==> config.mk <==
export PLATFORM = sky130hd
export DESIGN_NAME = ysyx_23060201_wbu
export DESIGN_NICKNAME = d
export VERILOG_FILES = /design/src/rtl/ysyx_23060201_wbu.sv
export SDC_FILE = /design/constraint.sdc
export NUM_CORES = 1
export LEC_CHECK = 0
export ABC_AREA = 1
export BUFFER_PORTS_ARGS = -buffer_cell sky130_fd_sc_hd__clkbuf_2
export CORE_MARGIN = 5
export CORE_UTILIZATION = 45
export DETAILED_ROUTE_END_ITERATION = 7
export HOLD_SLACK_MARGIN = 0.12
export PLACE_DENSITY = 0.77
export SYNTH_ARGS = -nofsm -noshare
export SYNTH_HDL_FRONTEND = slang
export SYNTH_SLANG_ARGS = --single-unit
==> constraint.sdc <==
create_clock -name clk -period 1.4 [get_ports clk]
set_input_delay 0 -clock clk [delete_from_list [all_inputs] [get_ports clk]]
set_output_delay 0 -clock clk [all_outputs]
set_load 0.02 [all_outputs]
==> src/rtl/ysyx_23060201_wbu.sv <==
// Write-back unit: accepts one retiring instruction per handshake, waits for load data,
// extends the load lane and pulses the GPR write port. Optional memory-wait timeout
// is enabled by defining YSYX_23060201_WBU_TIMEOUT_EN.
module ysyx_23060201_wbu #(
  parameter int GPR_ADDR_WIDTH = 5,
  parameter int DATA_WIDTH     = 32,
  parameter int TIMEOUT_CYCLES = 1024
) (
  input  logic                      clk,
  input  logic                      rst,
  input  logic                      in_valid,
  output logic                      in_ready,
  input  logic [GPR_ADDR_WIDTH-1:0] in_rd,
  input  logic                      in_rd_wen,
  input  logic                      in_is_load,
  input  logic [2:0]                in_funct3,
  input  logic [1:0]                in_addr_lo,
  input  logic [DATA_WIDTH-1:0]     in_result,
  input  logic                      mem_rvalid,
  input  logic [DATA_WIDTH-1:0]     mem_rdata,
  output logic                      gpr_wen,
  output logic [GPR_ADDR_WIDTH-1:0] gpr_waddr,
  output logic [DATA_WIDTH-1:0]     gpr_wdata,
  output logic                      retire,
  output logic                      mem_timeout
);

  typedef enum logic [1:0] {IDLE, WAIT_MEM, WRITE} state_t;

  state_t                    state, state_nxt;
  logic [GPR_ADDR_WIDTH-1:0] rd_q;
  logic                      wen_q;
  logic [2:0]                funct3_q;
  logic [1:0]                addr_lo_q;

  logic                      accept;
  logic                      timeout_hit;
  logic                      wb_fire, wb_timeout, wb_wen;
  logic [GPR_ADDR_WIDTH-1:0] wb_rd;
  logic [DATA_WIDTH-1:0]     wb_data, load_data;
  logic [7:0]                byte_lane;
  logic [15:0]               half_lane;

  assign in_ready = (state != WAIT_MEM);
  assign accept   = in_valid && in_ready;

  assign byte_lane = mem_rdata[8*addr_lo_q +: 8];
  assign half_lane = mem_rdata[16*addr_lo_q[1] +: 16];

  always_comb begin
    load_data = mem_rdata;
    case (funct3_q)
      3'b000:  load_data = {{(DATA_WIDTH-8){byte_lane[7]}}, byte_lane};
      3'b001:  load_data = {{(DATA_WIDTH-16){half_lane[15]}}, half_lane};
      3'b100:  load_data = {{(DATA_WIDTH-8){1'b0}}, byte_lane};
      3'b101:  load_data = {{(DATA_WIDTH-16){1'b0}}, half_lane};
      default: load_data = mem_rdata;
    endcase
  end

  // wb_* describe the write that becomes visible on the cycle after this edge
  always_comb begin
    state_nxt  = state;
    wb_fire    = 1'b0;
    wb_timeout = 1'b0;
    wb_rd      = rd_q;
    wb_wen     = wen_q;
    wb_data    = load_data;
    case (state)
      WAIT_MEM: begin
        if (mem_rvalid) begin
          state_nxt = WRITE;
          wb_fire   = 1'b1;
        end else if (timeout_hit) begin
          state_nxt  = WRITE;
          wb_fire    = 1'b1;
          wb_timeout = 1'b1;
          wb_wen     = 1'b0;
          wb_data    = '0;
        end
      end
      default: begin
        state_nxt = IDLE;
        if (accept) begin
          if (in_is_load) begin
            state_nxt = WAIT_MEM;
          end else begin
            state_nxt = WRITE;
            wb_fire   = 1'b1;
            wb_rd     = in_rd;
            wb_wen    = in_rd_wen;
            wb_data   = in_result;
          end
        end
      end
    endcase
  end

  always_ff @(posedge clk) begin
    if (rst) begin
      state     <= IDLE;
      rd_q      <= '0;
      wen_q     <= 1'b0;
      funct3_q  <= 3'b000;
      addr_lo_q <= 2'b00;
      retire    <= 1'b0;
      gpr_wen   <= 1'b0;
      gpr_waddr <= '0;
      gpr_wdata <= '0;
    end else begin
      state   <= state_nxt;
      retire  <= wb_fire;
      gpr_wen <= wb_fire && wb_wen && (wb_rd != '0);
      if (accept) begin
        rd_q      <= in_rd;
        wen_q     <= in_rd_wen;
        funct3_q  <= in_funct3;
        addr_lo_q <= in_addr_lo;
      end
      // address/data hold their last written value across non-writing retires
      if (wb_fire && wb_wen && (wb_rd != '0)) begin
        gpr_waddr <= wb_rd;
        gpr_wdata <= wb_data;
      end else if (wb_timeout) begin
        gpr_wdata <= '0;
      end
    end
  end

`ifdef YSYX_23060201_WBU_TIMEOUT_EN
  localparam int CNT_W = $clog2(TIMEOUT_CYCLES) + 1;
  logic [CNT_W-1:0] wait_cnt;
  logic             timeout_q;

  assign timeout_hit = (state == WAIT_MEM) && (wait_cnt == CNT_W'(TIMEOUT_CYCLES - 1));
  assign mem_timeout = timeout_q;

  always_ff @(posedge clk) begin
    if (rst) begin
      wait_cnt  <= '0;
      timeout_q <= 1'b0;
    end else begin
      if (accept && in_is_load)
        wait_cnt <= '0;
      else if (state == WAIT_MEM)
        wait_cnt <= wait_cnt + 1'b1;
      if (wb_timeout)
        timeout_q <= 1'b1;
    end
  end
`else
  assign timeout_hit = 1'b0;
  // constant 0; the parameter only matters when the timeout is built in
  assign mem_timeout = 1'b0 && (TIMEOUT_CYCLES > 0);
`endif

endmodule

==> reports/results.ini <==
[logic_synthesis]
synthesis.area_mm2=0.00323
synth_xor_area_share_pct=0
synth_top_family_by_area=simple AND/OR/NAND/NOR gates
async_flop_share_pct=0
synthAdderAreaFrac_pct=0
synth.distinct_cells=30
syn-num-nets=625
synth_mux_area_share_pct=0
ys_ff_latch=52
yosys.area_share.simple_pct=45.1
syn_area_per_cell_um2=5.93
netlist_instances=545
synth_edf_count=0
ys_warn_count=0
synth.yosys.seq_area_share_pct=32.2
synth_compound_area_share_pct=12.4
ys.flop_type=dfxtp_1

[drt]
drcViolationCount=0
dr.pass1.iters=5
routed_wl_um=11400
drtIter0Drc=227
ant_nets=0
vias=4179
wl_per_cell_um=13.7
vias_per_cell=5.02

[min_path]
min_from=mem_rdata[2]
min_path_cells=7
hold_class=primary input to register
hold_end=gpr_wdata[2]

[grt]
grt_max_degree=36
antenna_found_initial=0
grt.total_usage_pct=25.5
grt_busiest_layer=met2
overflow=0
grt_util_met3_pct=4.86
grt_util_met2_pct=45.9
grt_pass1_wl_um=18400
grt_pass1_vias=4094
met1_usage_pct=29.0

[power]
p_sw_mw=1.38
leakage_nw=2.74
p_total_mw=4.12
comb_power_share_pct=35.4
p_int_mw=2.74
p_clk_share_pct=25.3
ir_drop_mv=0.478
pwr_density_cell_mw_per_mm2=839
p_seq_share_pct=39.3
p_sw_share_pct=33.4

[final_layout]
final_cell_mix=203 x nand2_1, 119 x clkbuf_2, 70 x nor2_1
fillers=639
fin_cells=832
final_common_cell=nand2_1
syn_to_final_growth_pct=52.0
drive_gt1_share_pct=29.0
nNetsFinal=814

[floorplanning]
die_w_um=94.7
initial_utilization_pct=46.8
rows=30
die_area_mm2=0.00897
boundaryPins=121
coreArea_mm2=0.00691
die_y_um=94.7

[sta]
max_freq_mhz=636
layout_setup_ws_ns=-0.173
setup-violations-final=38
fin_crit_sh_pct=112
skew_ns=0.00888
final.min_clock_period_ns=1.57
slew_violations=0
holdWs_ns=0.114
finalHoldViolations=0
rsz0062_at_grt=yes

[setup_path]
cp.arrival_ns=1.76
startpoint_type=register
rr_worst_depth=11
r2r-end=gpr_waddr[4]
r2r-start=state[1]
path_max_fanout=7
critical_path.endpoint_type=register
r2r_setup_slack_ns=-0.17
crit_required_ns=1.59
worstSetupPathType=register to register

[place]
portBuffers=119
pre_cts_slack_ns=-0.173
dp.cells=773
place.detailed.hpwl_um=8080
gp_congestion=0.934

[outcome]
status=finished, violations left
violations=negative setup slack

[clock_network]
htreeDepth=2
clock_sinks=52
cts_tree=yes
clk_pin_slew_worst_paths_ns=0.10
root_buffer=clkbuf_8
clk_latency_ns=0.31
numCtsBuffers=5
clk_path_buf_depth=2

[run]
max_cap_viol_count=0

sequential cells by signal, indices dropped and copies added (netlist names):
| signal | count |
|---|---|
| funct3_q | 3 |
| gpr_wen | 1 |
| retire | 1 |
| gpr_wdata | 32 |
| gpr_waddr | 5 |
| wen_q | 1 |
| rd_q | 5 |
| addr_lo_q | 2 |
| state | 2 |
logic make-up (layout without fill, tap and decap cells):
family          count (synthesis)  in the layout
compound gates                 65             65
buf+inv                        76            266
flops                          52             52
other cells                     1              2
simple gates                  351            351
how the worst max path moves through the flow:
stage | slack, ns | end | cells after the start | start
finish | -0.17 | gpr_waddr[4] | 11 | state[1]
global route | -0.26 | gpr_wdata[7] | 10 | state[1]
CTS | -0.13 | gpr_wdata[9] | 11 | state[1]
detailed placement | -0.17 | gpr_waddr[3] | 10 | state[1]
global placement | -0.14 | gpr_wdata[2] | 9 | state[0]
floorplan | -0.08 | gpr_wdata[15] | 12 | state[1]
power by group through the flow:
| stage | clock network [mW] | registers [mW] | logic, mW |
|---|---|---|---|
| 2_1_floorplan | 0 | 1.72 | 0.699 |
| 3_5_place_dp | 0 | 1.65 | 1.28 |
| 3_3_place_gp | 0 | 1.65 | 1.26 |
| 5_1_grt | 1.12 | 1.63 | 1.61 |
| 4_1_cts | 1.06 | 1.62 | 1.41 |
| 6_report | 1.04 | 1.62 | 1.46 |
worst max-delay path, cell delays in order (launching register included):
cell and delay [ns]:
dfxtp_2 0.34, inv_2 0.05, a21oi_4 0.23, nand2_1 0.10, o21ai_2 0.11, inv_2 0.07
nand3_4 0.11, nand2_8 0.10, buf_4 0.15, buf_6 0.10, nand2_1 0.06, a21oi_2 0.05
metal layers:
| metal | up-vias | routed length [um] |
|---|---|---|
| met5 | - | 0 |
| met4 | 0 | 401 |
| li1 | 2069 | - |
| met1 | 1886 | 4570 |
| met2 | 194 | 5570 |
| met3 | 30 | 886 |
synthesized netlist by cell type (2+ instances only):
cell / instances / area [um2]
or2_2: 5 / 31.3
a21o_1: 4 / 30.0
nand3_1: 47 / 235
o21bai_1: 16 / 120
buf_4: 3 / 22.5
dfxtp_1: 52 / 1040
inv_1: 45 / 169
a2bb2oi_1: 2 / 17.5
nor2_1: 74 / 278
nand3b_1: 3 / 22.5
a21oi_1: 16 / 80.1
nand2_2: 2 / 12.5
clkinv_1: 2 / 7.51
nand2_1: 214 / 803
buf_2: 7 / 35.0
buf_6: 3 / 33.8
clkbuf_1: 13 / 48.8
inv_2: 2 / 7.51
o21ai_0: 23 / 115
nand3_2: 2 / 20.0
per-stage QoR:
step	TNS, ns	area (um2)	utilization, %
floorplan	-2.29	3290	-
global placement	-4.97	4240	61.4
detailed placement	-5.53	4240	61.4
CTS	-3.81	4840	70.1
global route	-8.42	4910	71.0
finish	-4.97	4910	71.1
layout make-up:
type                       count  area, um2  area share (%)
multi-input combinational    417       1950            39.7
clock inverter                 3       42.5           0.867
inverter                      49        184            3.75
timing repair buffer         209       1500            30.6
clock buffer                   5       68.8            1.40
tap                           96        120            2.45
sequential                    52       1040            21.3
antenna                        1       2.50          0.0510
repair_timing:
item	4_1_cts	5_1_grt
resized for setup	9	4
cloned	1	1
buffers inserted	4	4
endpoints found under the setup margin	38	38
hold endpoints to repair	41	0
hold buffers	40	0
No activity file was read; power rests on OpenSTA's default activity.
